===== config.mk =====
export PLATFORM = sky130hd
export DESIGN_NAME = layer_tile_scheduler_flat
export DESIGN_NICKNAME = d
export VERILOG_FILES = /design/src/rtl/layer_tile_scheduler_if.sv /design/src/rtl/layer_tile_scheduler.sv /design/src/flat_wrapper.sv
export SDC_FILE = /design/constraint.sdc
export NUM_CORES = 1
export LEC_CHECK = 0
export ABC_AREA = 1
export BUFFER_PORTS_ARGS = -buffer_cell sky130_fd_sc_hd__buf_2
export CELL_PAD_IN_SITES_DETAIL_PLACEMENT = 1
export CELL_PAD_IN_SITES_GLOBAL_PLACEMENT = 1
export CORE_UTILIZATION = 26
export CTS_CLUSTER_DIAMETER = 50
export DETAILED_ROUTE_END_ITERATION = 12
export GPL_ROUTABILITY_DRIVEN = 0
export GPL_TIMING_DRIVEN = 0
export MAX_ROUTING_LAYER = met4
export PLACE_DENSITY = 0.52
export REMOVE_ABC_BUFFERS = 1
export SLEW_MARGIN = 20
export SYNTH_ARGS = -nofsm -noshare
export SYNTH_HDL_FRONTEND = slang
export SYNTH_SLANG_ARGS = --single-unit

===== constraint.sdc =====
create_clock -name clk -period 3.5 [get_ports clk]
set_input_delay 0.525 -clock clk [delete_from_list [all_inputs] [get_ports clk]]
set_output_delay 0.525 -clock clk [all_outputs]
set_load 0.1 [all_outputs]

===== src/rtl/layer_tile_scheduler_if.sv =====
// Purpose: groups the layer-config, tile-handshake and tile-descriptor signals of layer_tile_scheduler.
// Latency: none; wires only.
// Flow control: tile_start/tile_done pulse handshake, one tile in flight at a time.
// Ports (master = scheduler side):
//   in : start_layer, ifm_channel[10:0], num_filter[10:0], kernel_size[1:0], tile_done
//   out: tile_start, filter_base[10:0], filter_cnt[4:0], chan_base[10:0], chan_cnt[4:0],
//        first_chan, last_chan, busy, done_layer, cfg_err
interface layer_tile_scheduler_if;
  logic        start_layer;
  logic [10:0] ifm_channel;
  logic [10:0] num_filter;
  logic [1:0]  kernel_size;
  logic        tile_done;
  logic        tile_start;
  logic [10:0] filter_base;
  logic [4:0]  filter_cnt;
  logic [10:0] chan_base;
  logic [4:0]  chan_cnt;
  logic        first_chan;
  logic        last_chan;
  logic        busy;
  logic        done_layer;
  logic        cfg_err;

  modport master (
    input  start_layer, ifm_channel, num_filter, kernel_size, tile_done,
    output tile_start, filter_base, filter_cnt, chan_base, chan_cnt,
           first_chan, last_chan, busy, done_layer, cfg_err
  );

  modport slave (
    output start_layer, ifm_channel, num_filter, kernel_size, tile_done,
    input  tile_start, filter_base, filter_cnt, chan_base, chan_cnt,
           first_chan, last_chan, busy, done_layer, cfg_err
  );
endinterface


===== src/rtl/layer_tile_scheduler.sv =====
// Purpose: walks one CNN layer as filter-group (outer) x channel-group (inner) tiles for the systolic array.
// Latency: start_layer -> first tile_start 2 cycles; tile_done -> next tile_start or done_layer 1 cycle.
// Flow control: one tile outstanding; waits for tile_done; start_layer ignored unless idle (no queueing).
// Ports:
//   clk, rst_n        : clock (rising edge), async active-low reset
//   sched (master)    : layer config + start_layer in, tile_done in; tile descriptor,
//                       tile_start, busy, done_layer, cfg_err out
module layer_tile_scheduler #(
  parameter int PE_FILTERS  = 16,
  parameter int PE_CHANNELS = 16
) (
  input  logic                   clk,
  input  logic                   rst_n,
  layer_tile_scheduler_if.master sched
);

  localparam int FB = $clog2(PE_FILTERS);
  localparam int CB = $clog2(PE_CHANNELS);

  typedef enum logic [2:0] {IDLE, LOAD, ISSUE, WAIT, DONE} state_t;

  state_t      state_q, state_d;

  // latched layer configuration
  logic [10:0] cfg_ic, cfg_nf;
  logic [1:0]  cfg_ks;
  logic        err_q, err_d;

  // tile-group counters and last-group indices (NF-1, NC-1)
  logic [6:0]  fg_q, fg_d, cg_q, cg_d;
  logic [6:0]  nf_last_q, nc_last_q;

  // registered tile descriptor
  logic [10:0] filter_base_q, chan_base_q;
  logic [4:0]  filter_cnt_q, chan_cnt_q;
  logic        first_chan_q, last_chan_q;

  logic        load_cfg, load_cnt, load_desc, clr_desc;
  logic        cfg_bad;

  // Tile counts via shift plus nonzero-remainder. One extra bit so that
  // 2033..2047 (ceil = 128) does not wrap before the -1.
  logic [7:0]  nf_tiles, nc_tiles;
  logic [6:0]  nf_last_c, nc_last_c, nc_last_sel;

  assign nf_tiles  = 8'(cfg_nf >> FB) + 8'(|cfg_nf[FB-1:0]);
  assign nc_tiles  = 8'(cfg_ic >> CB) + 8'(|cfg_ic[CB-1:0]);
  assign nf_last_c = 7'(nf_tiles - 8'd1);
  assign nc_last_c = 7'(nc_tiles - 8'd1);
  assign cfg_bad   = (cfg_ic == 11'd0) || (cfg_nf == 11'd0) ||
                     ((cfg_ks != 2'd1) && (cfg_ks != 2'd3));

  // The first descriptor is built in LOAD, before nc_last_q is written.
  assign nc_last_sel = (state_q == LOAD) ? nc_last_c : nc_last_q;

  // Next-state and control
  always_comb begin
    state_d   = state_q;
    fg_d      = fg_q;
    cg_d      = cg_q;
    err_d     = err_q;
    load_cfg  = 1'b0;
    load_cnt  = 1'b0;
    load_desc = 1'b0;
    clr_desc  = 1'b0;
    case (state_q)
      IDLE: begin
        if (sched.start_layer) begin
          load_cfg = 1'b1;
          err_d    = 1'b0;
          state_d  = LOAD;
        end
      end
      LOAD: begin
        fg_d     = 7'd0;
        cg_d     = 7'd0;
        load_cnt = 1'b1;
        if (cfg_bad) begin
          err_d   = 1'b1;
          state_d = DONE;
        end else begin
          load_desc = 1'b1;
          state_d   = ISSUE;
        end
      end
      ISSUE: state_d = WAIT;
      WAIT: begin
        if (sched.tile_done) begin
          if (cg_q != nc_last_q) begin
            cg_d      = 7'(cg_q + 7'd1);
            load_desc = 1'b1;
            state_d   = ISSUE;
          end else if (fg_q != nf_last_q) begin
            cg_d      = 7'd0;
            fg_d      = 7'(fg_q + 7'd1);
            load_desc = 1'b1;
            state_d   = ISSUE;
          end else begin
            state_d = DONE;
          end
        end
      end
      DONE: begin
        clr_desc = 1'b1;
        err_d    = 1'b0;
        state_d  = IDLE;
      end
      default: state_d = IDLE;
    endcase
  end

  always_ff @(posedge clk or negedge rst_n) begin
    if (!rst_n) state_q <= IDLE;
    else        state_q <= state_d;
  end

  // Descriptor for the tile being entered (indexed by the next counters).
  logic [10:0] fbase_d, cbase_d, frem, crem;
  logic [4:0]  fcnt_d, ccnt_d;

  assign fbase_d = 11'(fg_d) << FB;
  assign cbase_d = 11'(cg_d) << CB;
  assign frem    = cfg_nf - fbase_d;
  assign crem    = cfg_ic - cbase_d;
  assign fcnt_d  = (frem >= 11'(PE_FILTERS))  ? 5'(PE_FILTERS)  : frem[4:0];
  assign ccnt_d  = (crem >= 11'(PE_CHANNELS)) ? 5'(PE_CHANNELS) : crem[4:0];

  always_ff @(posedge clk or negedge rst_n) begin
    if (!rst_n) begin
      cfg_ic    <= '0;
      cfg_nf    <= '0;
      cfg_ks    <= '0;
      err_q     <= 1'b0;
      fg_q      <= '0;
      cg_q      <= '0;
      nf_last_q <= '0;
      nc_last_q <= '0;
    end else begin
      err_q <= err_d;
      fg_q  <= fg_d;
      cg_q  <= cg_d;
      if (load_cfg) begin
        cfg_ic <= sched.ifm_channel;
        cfg_nf <= sched.num_filter;
        cfg_ks <= sched.kernel_size;
      end
      if (load_cnt) begin
        nf_last_q <= nf_last_c;
        nc_last_q <= nc_last_c;
      end
    end
  end

  always_ff @(posedge clk or negedge rst_n) begin
    if (!rst_n) begin
      filter_base_q <= '0;
      filter_cnt_q  <= '0;
      chan_base_q   <= '0;
      chan_cnt_q    <= '0;
      first_chan_q  <= 1'b0;
      last_chan_q   <= 1'b0;
    end else if (clr_desc) begin
      filter_base_q <= '0;
      filter_cnt_q  <= '0;
      chan_base_q   <= '0;
      chan_cnt_q    <= '0;
      first_chan_q  <= 1'b0;
      last_chan_q   <= 1'b0;
    end else if (load_desc) begin
      filter_base_q <= fbase_d;
      filter_cnt_q  <= fcnt_d;
      chan_base_q   <= cbase_d;
      chan_cnt_q    <= ccnt_d;
      first_chan_q  <= (cg_d == 7'd0);
      last_chan_q   <= (cg_d == nc_last_sel);
    end
  end

  assign sched.tile_start  = (state_q == ISSUE);
  assign sched.busy        = (state_q != IDLE);
  assign sched.done_layer  = (state_q == DONE);
  assign sched.cfg_err     = (state_q == DONE) && err_q;
  assign sched.filter_base = filter_base_q;
  assign sched.filter_cnt  = filter_cnt_q;
  assign sched.chan_base   = chan_base_q;
  assign sched.chan_cnt    = chan_cnt_q;
  assign sched.first_chan  = first_chan_q;
  assign sched.last_chan   = last_chan_q;

endmodule


===== src/flat_wrapper.sv =====
// flat-port wrapper written by rule: the top's interface ports become plain ports
module layer_tile_scheduler_flat 
#(
  parameter int PE_FILTERS  = 16,
  parameter int PE_CHANNELS = 16
)
  (clk, rst_n, sched_start_layer, sched_ifm_channel, sched_num_filter, sched_kernel_size, sched_tile_done, sched_tile_start, sched_filter_base, sched_filter_cnt, sched_chan_base, sched_chan_cnt, sched_first_chan, sched_last_chan, sched_busy, sched_done_layer, sched_cfg_err);
  layer_tile_scheduler_if sched_i ();
  input  logic clk;
  input  logic rst_n;
  input wire logic [$bits(sched_i.start_layer)-1:0] sched_start_layer;
  input wire logic [$bits(sched_i.ifm_channel)-1:0] sched_ifm_channel;
  input wire logic [$bits(sched_i.num_filter)-1:0] sched_num_filter;
  input wire logic [$bits(sched_i.kernel_size)-1:0] sched_kernel_size;
  input wire logic [$bits(sched_i.tile_done)-1:0] sched_tile_done;
  output wire logic [$bits(sched_i.tile_start)-1:0] sched_tile_start;
  output wire logic [$bits(sched_i.filter_base)-1:0] sched_filter_base;
  output wire logic [$bits(sched_i.filter_cnt)-1:0] sched_filter_cnt;
  output wire logic [$bits(sched_i.chan_base)-1:0] sched_chan_base;
  output wire logic [$bits(sched_i.chan_cnt)-1:0] sched_chan_cnt;
  output wire logic [$bits(sched_i.first_chan)-1:0] sched_first_chan;
  output wire logic [$bits(sched_i.last_chan)-1:0] sched_last_chan;
  output wire logic [$bits(sched_i.busy)-1:0] sched_busy;
  output wire logic [$bits(sched_i.done_layer)-1:0] sched_done_layer;
  output wire logic [$bits(sched_i.cfg_err)-1:0] sched_cfg_err;
  assign sched_i.start_layer = sched_start_layer;
  assign sched_i.ifm_channel = sched_ifm_channel;
  assign sched_i.num_filter = sched_num_filter;
  assign sched_i.kernel_size = sched_kernel_size;
  assign sched_i.tile_done = sched_tile_done;
  assign sched_tile_start = sched_i.tile_start;
  assign sched_filter_base = sched_i.filter_base;
  assign sched_filter_cnt = sched_i.filter_cnt;
  assign sched_chan_base = sched_i.chan_base;
  assign sched_chan_cnt = sched_i.chan_cnt;
  assign sched_first_chan = sched_i.first_chan;
  assign sched_last_chan = sched_i.last_chan;
  assign sched_busy = sched_i.busy;
  assign sched_done_layer = sched_i.done_layer;
  assign sched_cfg_err = sched_i.cfg_err;
  layer_tile_scheduler #(.PE_FILTERS(PE_FILTERS), .PE_CHANNELS(PE_CHANNELS)) u_core (.clk(clk), .rst_n(rst_n), .sched(sched_i));
endmodule

# ---- Word level (Yosys, flattened, before mapping)
# Index checks and enable logic that the tools add are counted.
dict set report word_totals {
  regBits 90
  latch_bits 0
  mem_bits_rw 0
  mem_bits_ro 0
  input_bits 28
  out_inout_bits 38
  word_cells 93
  mem_count 0
}
dict set report op_classes {
  addsub 8
  mul 0
  div_mod_pow 0
  order_cmp 2
  eq_ne 12
  n_shift 0
  muxes 41
  n_bitwise 0
  n_reduce_logical 15
}
# operator count
set op_table {}
lappend op_table {{two-way mux 7 bit} 7}
lappend op_table {{two-way mux 11 bit} 4}
lappend op_table {{two-way mux 5 bit} 6}
lappend op_table {{one-hot mux 7 bit (2 select lines)} 2}
lappend op_table {{>= comparator 11 x 5 -> 1 bit, second input constant} 2}
lappend op_table {{zero test 11 bit} 2}
lappend op_table {{subtractor 11 bit} 2}
lappend op_table {{two-way mux 3 bit} 5}
lappend op_table {{adder 7 x 1 -> 7 bit} 2}
lappend op_table {{adder 7 x 1 -> 7 bit, second input constant} 2}
lappend op_table {{two-way mux 1 bit} 14}
lappend op_table {{inequality test 7 bit} 2}
lappend op_table {{subtractor 7 x 1 -> 7 bit, second input constant} 2}
lappend op_table {{one-hot mux 3 bit (4 select lines)} 1}
lappend op_table {{OR reduction 4 bit} 2}
lappend op_table {{equality test 7 bit} 1}
lappend op_table {{zero test 7 bit} 1}
lappend op_table {{equality test 3 x 2 -> 1 bit, second input constant} 2}
lappend op_table {{inequality test 2 bit, second input constant} 3}
lappend op_table {{nonzero test 3 bit} 2}
lappend op_table {{inequality test 2 x 1 -> 1 bit, second input constant} 2}
lappend op_table {{equality test 3 x 1 -> 1 bit, second input constant} 1}
lappend op_table {{equality test 3 bit, second input constant} 1}
lappend op_table {{zero test 3 bit} 1}
lappend op_table {{other kinds (7)} 9}

# ---- Longest topological paths before layout
dict set report logic_depth {
  word_depth 10
  depth_mapped 25
}

# ---- Least setup slack after synthesis
# Ideal clock, no wire load.
dict set report synth_timing {
  kind {flip-flop to flip-flop}
  from {reg u_core.cg_q[1]}
  to {reg u_core.filter_cnt_q[4] (netlist: u_core.sched.filter_cnt[4])}
  setup_time_ps 120
  t_arrival_ps 3101
  path_slack_ps 280
  stages_incl_launch_ff 20
  n_path_buf 0
  period_less_slack_ps 3220
  cell_sequence {dfrtp_1 > xnor2_1 > nand3_1 > nor2_8 > nand2_4 > nor2_4 > inv_1 > nand2_1 > o21ai_0 > ha_1 > fa_1 > o21ai_0 > a21oi_1 > o21bai_1 > xor2_1 > nand3_1 > nand2_4 > nand2_2 > nand2_1 > nand2_1}
}
dict set report synth_via {
  elab_chain_len 9
  elab_cells_between_ends 13
}
# element line_no
set synth_lines {}
lappend synth_lines {{from (decl)} layer_tile_scheduler.sv:30} ;# logic [6:0] fg_q, fg_d, cg_q, cg_d;
lappend synth_lines {{from (signal assigned)} layer_tile_scheduler.sv:141} ;# cg_q <= cg_d;
lappend synth_lines {{inequality test 7 bit (*)} layer_tile_scheduler.sv:89} ;# if (cg_q != nc_last_q) begin
lappend synth_lines {{two-way mux 7 bit (*)} layer_tile_scheduler.sv:89}
lappend synth_lines {{two-way mux 7 bit (*)} layer_tile_scheduler.sv:88} ;# if (sched.tile_done) begin
lappend synth_lines {{one-hot mux 7 bit (2 select lines) (*)} layer_tile_scheduler.sv:66} ;# case (state_q)
lappend synth_lines {{via u_core.fg_d[0]} layer_tile_scheduler.sv:30}
lappend synth_lines {{subtractor 11 bit (*)} layer_tile_scheduler.sv:123} ;# assign frem = cfg_nf - fbase_d;
lappend synth_lines {{>= comparator 11 x 5 -> 1 bit} layer_tile_scheduler.sv:125} ;# assign fcnt_d = (frem >= 11'(PE_FILTERS)) ? 5'(PE_FILTERS) : frem[4:0];
lappend synth_lines {{two-way mux 5 bit (*)} layer_tile_scheduler.sv:125}
lappend synth_lines {{two-way mux 5 bit (*)} layer_tile_scheduler.sv:169} ;# end else if (load_desc) begin
lappend synth_lines {{two-way mux 5 bit (*)} layer_tile_scheduler.sv:162} ;# end else if (clr_desc) begin
lappend synth_lines {{to (signal assigned)} layer_tile_scheduler.sv:171} ;# filter_cnt_q <= fcnt_d;
lappend synth_lines {{to (decl)} layer_tile_scheduler.sv:35} ;# logic [4:0] filter_cnt_q, chan_cnt_q;
# The timed path passes the listed nets; every way through them passes the cells marked *. The select of a mux whose other input is x is not followed.
# A chain may end at the register's enable or synchronous reset.

# ---- Worst setup path in the final report
# Same ends and word-level chain as after synthesis.

==> metrics.cfg <==
[run_status]
status=finished with violations
failed_checks=DRC

[global_route]
grt_pass1_wl_um=24000
antenna_found_initial=0
overflow=0
grt_max_degree=54
first_global_vias=4448
grt_usage=0.165

[power_and_ir_drop]
power.density_nw_per_um2=881
peakVddDrop_mv=0.427
p_leak_nw=3.03

[sta]
fin_worst_skew_ps=8.96
fin_crit_ps=3260
tightestPinTransition_ps=701
slew_violations=0
setup_viol=0
final_hold_viol_count=0
fmax_mhz=307
setup_ws_ps=245
fin_crit_sh=0.930
max_slew_margin=0.531

[detailed_routing]
route.detailed.drc=2
wirelength_um=14400
vias_per_cell=4.55
route.vias.total=4238
drt-pass1-iter-count=8
post_drt_wl_per_cell_um=15.4
ant_nets=0
drt_iter0_markers=179

[worst_setup_path]
criticalPathCategory=reg -> reg
path_max_fanout=5
worstRegToRegCells=19
cp.arrival_ps=3490
cp.required_ps=3730
start_kind=register
end_kind=register

[cells_and_area]
layout-drive-gt1-share=0.267
multiInputGateArea_sq_um=2580
syn_to_final_growth_pct=25.8
fill_cells=2182
seq_area_sq_um=2030
antenna_cells=0
fin_nets=746
fin_cells=932

[logic_synthesis]
synth-main-ff-cell=dfrtp_1
netlist_instances=616
synth_edf_count=0
yosysUniqueCellTypes=41
yosysMostFrequentCell=nand2_1
synth_area_sq_um=4820
yosysTopAreaCellShare=0.420
yosys_warnings=0
synth_top_area_cell=dfrtp_1
synthTopCellsByCount=nand2_1, dfrtp_1, inv_1, nor2_1, o21ai_0
ys_seq_area_frac=0.420
synth_area_per_cell_sq_um=7.83
ys_ff_latch=81
async_reset_ff_frac=1.00
synthTopCellsByArea=dfrtp_1, nand2_1, inv_1

[clocking]
cts-root-buf=clkbuf_16
clk_latency_ps=340
clkSinkCount=81
cts_max_level=3
ctsHoldBuffers=0
cts_made_buffers=9
path_clk_slew_ps=70
cts_buffer_depth=2
cts_tree=done

[placement]
port_buffers=56
dp.cells=892
dpl_worst_slack_ps=-526
place_hpwl_um=10700

[floorplanning]
die_height_um=138
rows=49
core-area_sq_um=18100
die_w_um=138
pin_count=66
die-area_sq_um=19100
start_util=0.267

[min_path]
hold_class=in -> async

[flow_run]
cap_violations=0

worst max-delay path: stages, from the launching register on:
cell      delay, ps
dfrtp_2         440
xnor2_2         240
nand3_4         130
nor2_8          150
nand2_4          70
nor2_4          120
inv_2            70
nand2_4          70
o21ai_4          80
ha_4            170
fa_2            380
o21ai_4         190
a21oi_2          70
o21bai_1        170
xor2_1          290
nand3_1         170
nand2_4         140
nand2_2          50
nand2_1          60
nand2_1          80
layout by cell type (no fill, tap or decap), types with 3 or more instances in the layout:
cell | Yosys | routed
nand2_1 | 177 | 167
dfrtp_1 | 81 | 78
inv_1 | 75 | 66
buf_2 | 4 | 55
nor2_1 | 44 | 42
nand3_1 | 33 | 30
o21ai_0 | 35 | 28
buf_4 | 8 | 24
a21oi_1 | 23 | 21
nand2_2 | 11 | 19
inv_2 | 8 | 16
xor2_1 | 14 | 14
ha_1 | 18 | 14
mux2_2 | 12 | 12
o21ai_1 | 8 | 9
clkbuf_16 | 0 | 9
nor3_1 | 8 | 8
conb_1 | 1 | 8
xnor2_1 | 8 | 7
nor2_4 | 5 | 6
o21ai_2 | 2 | 6
nand3_2 | 3 | 5
nand4_1 | 5 | 5
nand2_4 | 2 | 4
nand3b_1 | 4 | 4
ha_4 | 0 | 4
nor2_2 | 2 | 3
a22o_1 | 3 | 3
bufinv_16 | 0 | 3
dfrtp_2 | 0 | 3
stage by stage:
stage,utilization,cell area (sq um),TNS [ps],total power [mW],hold WS [ps]
floorplan,-,4740,0,3.30,229
global placement,0.294,5310,-2130,3.95,460
detailed placement,0.296,5360,-2960,4.03,468
CTS,0.322,5830,0,5.28,132
global route,0.335,6060,-135,5.80,140
finish,0.335,6060,0,5.34,125
area by class of cell:
class	count	share of cell area
inverter	83	0.0518
timing repair buffer	82	0.0840
multi-input combinational	441	0.425
tap	229	0.0472
clock inverter	5	0.0169
clock buffer	11	0.0400
sequential	81	0.335
kinds of logic (layout without fill, tap and decap cells):
family	Yosys count	count (layout)	synth area share
buffers and inverters	101	181	0.0861
other	1	8	0.000778
AO/OA/AOI/OAI	78	78	0.0895
XOR/XNOR	22	22	0.0400
adder cells (fa/ha/maj)	20	20	0.0550
AND/OR/NAND/NOR	301	301	0.280
multiplexers	12	12	0.0280
flip-flops	81	81	0.420
path summary, 6_finish.rpt:
| check | start | end | slack [ps] |
|---|---|---|---|
| min | rst_n | u_core.cfg_nf[0]$_DFFE_PN0P_ | 120 |
| max in group asynchronous | rst_n | u_core.cg_q[1]$_DFF_PN0_ | 2750 |
| min in group clk | sched_ifm_channel[2] | u_core.cfg_ic[2]$_DFFE_PN0P_ | 410 |
| max | u_core.cg_q[1]$_DFF_PN0_ | u_core.sched.filter_cnt[4]$_DFFE_PN0P_ | 240 |
| min reg2reg | u_core.sched.chan_cnt[4]$_DFFE_PN0P_ | u_core.sched.chan_cnt[4]$_DFFE_PN0P_ | 480 |
| max reg2reg | u_core.cg_q[1]$_DFF_PN0_ | u_core.sched.filter_cnt[4]$_DFFE_PN0P_ | 240 |
state kept, by name, indices dropped and copies added, names as in the netlist, 5 cells and up:
name and flops:
u_core.cfg_ic 11, u_core.cfg_nf 11, u_core.cg_q 7, u_core.fg_q 7, u_core.nc_last_q 7, u_core.nf_last_q 7
u_core.sched.chan_base 7, u_core.sched.chan_cnt 5, u_core.sched.filter_base 7, u_core.sched.filter_cnt 5
power breakdown:
group	internal, mW	switching, mW	leakage [nW]	total (mW)
Clock	0.716	0.402	0.166	1.12
Combinational	0.879	1.86	1.84	2.74
Sequential	1.23	0.256	1.02	1.49
Total	2.83	2.52	3.03	5.34
metal layers:
metal	wire, um	vias to the layer above	track usage	share of wire
met1	7120	2073	0.224	0.50
li1	-	2102	-	-
met5	0	-	-	0
met4	192	0	0.0544	0.013
met3	363	12	0.0229	0.025
met2	6700	51	0.255	0.47
what timing repair did:
action	4_1_cts	5_1_grt
resized for setup	17	39
pin swaps	8	18
cloned	0	0
setup endpoints to repair	10	10
setup buffers	8	16
endpoints found under the hold margin	0	0
No activity file was read; power rests on OpenSTA's default activity.
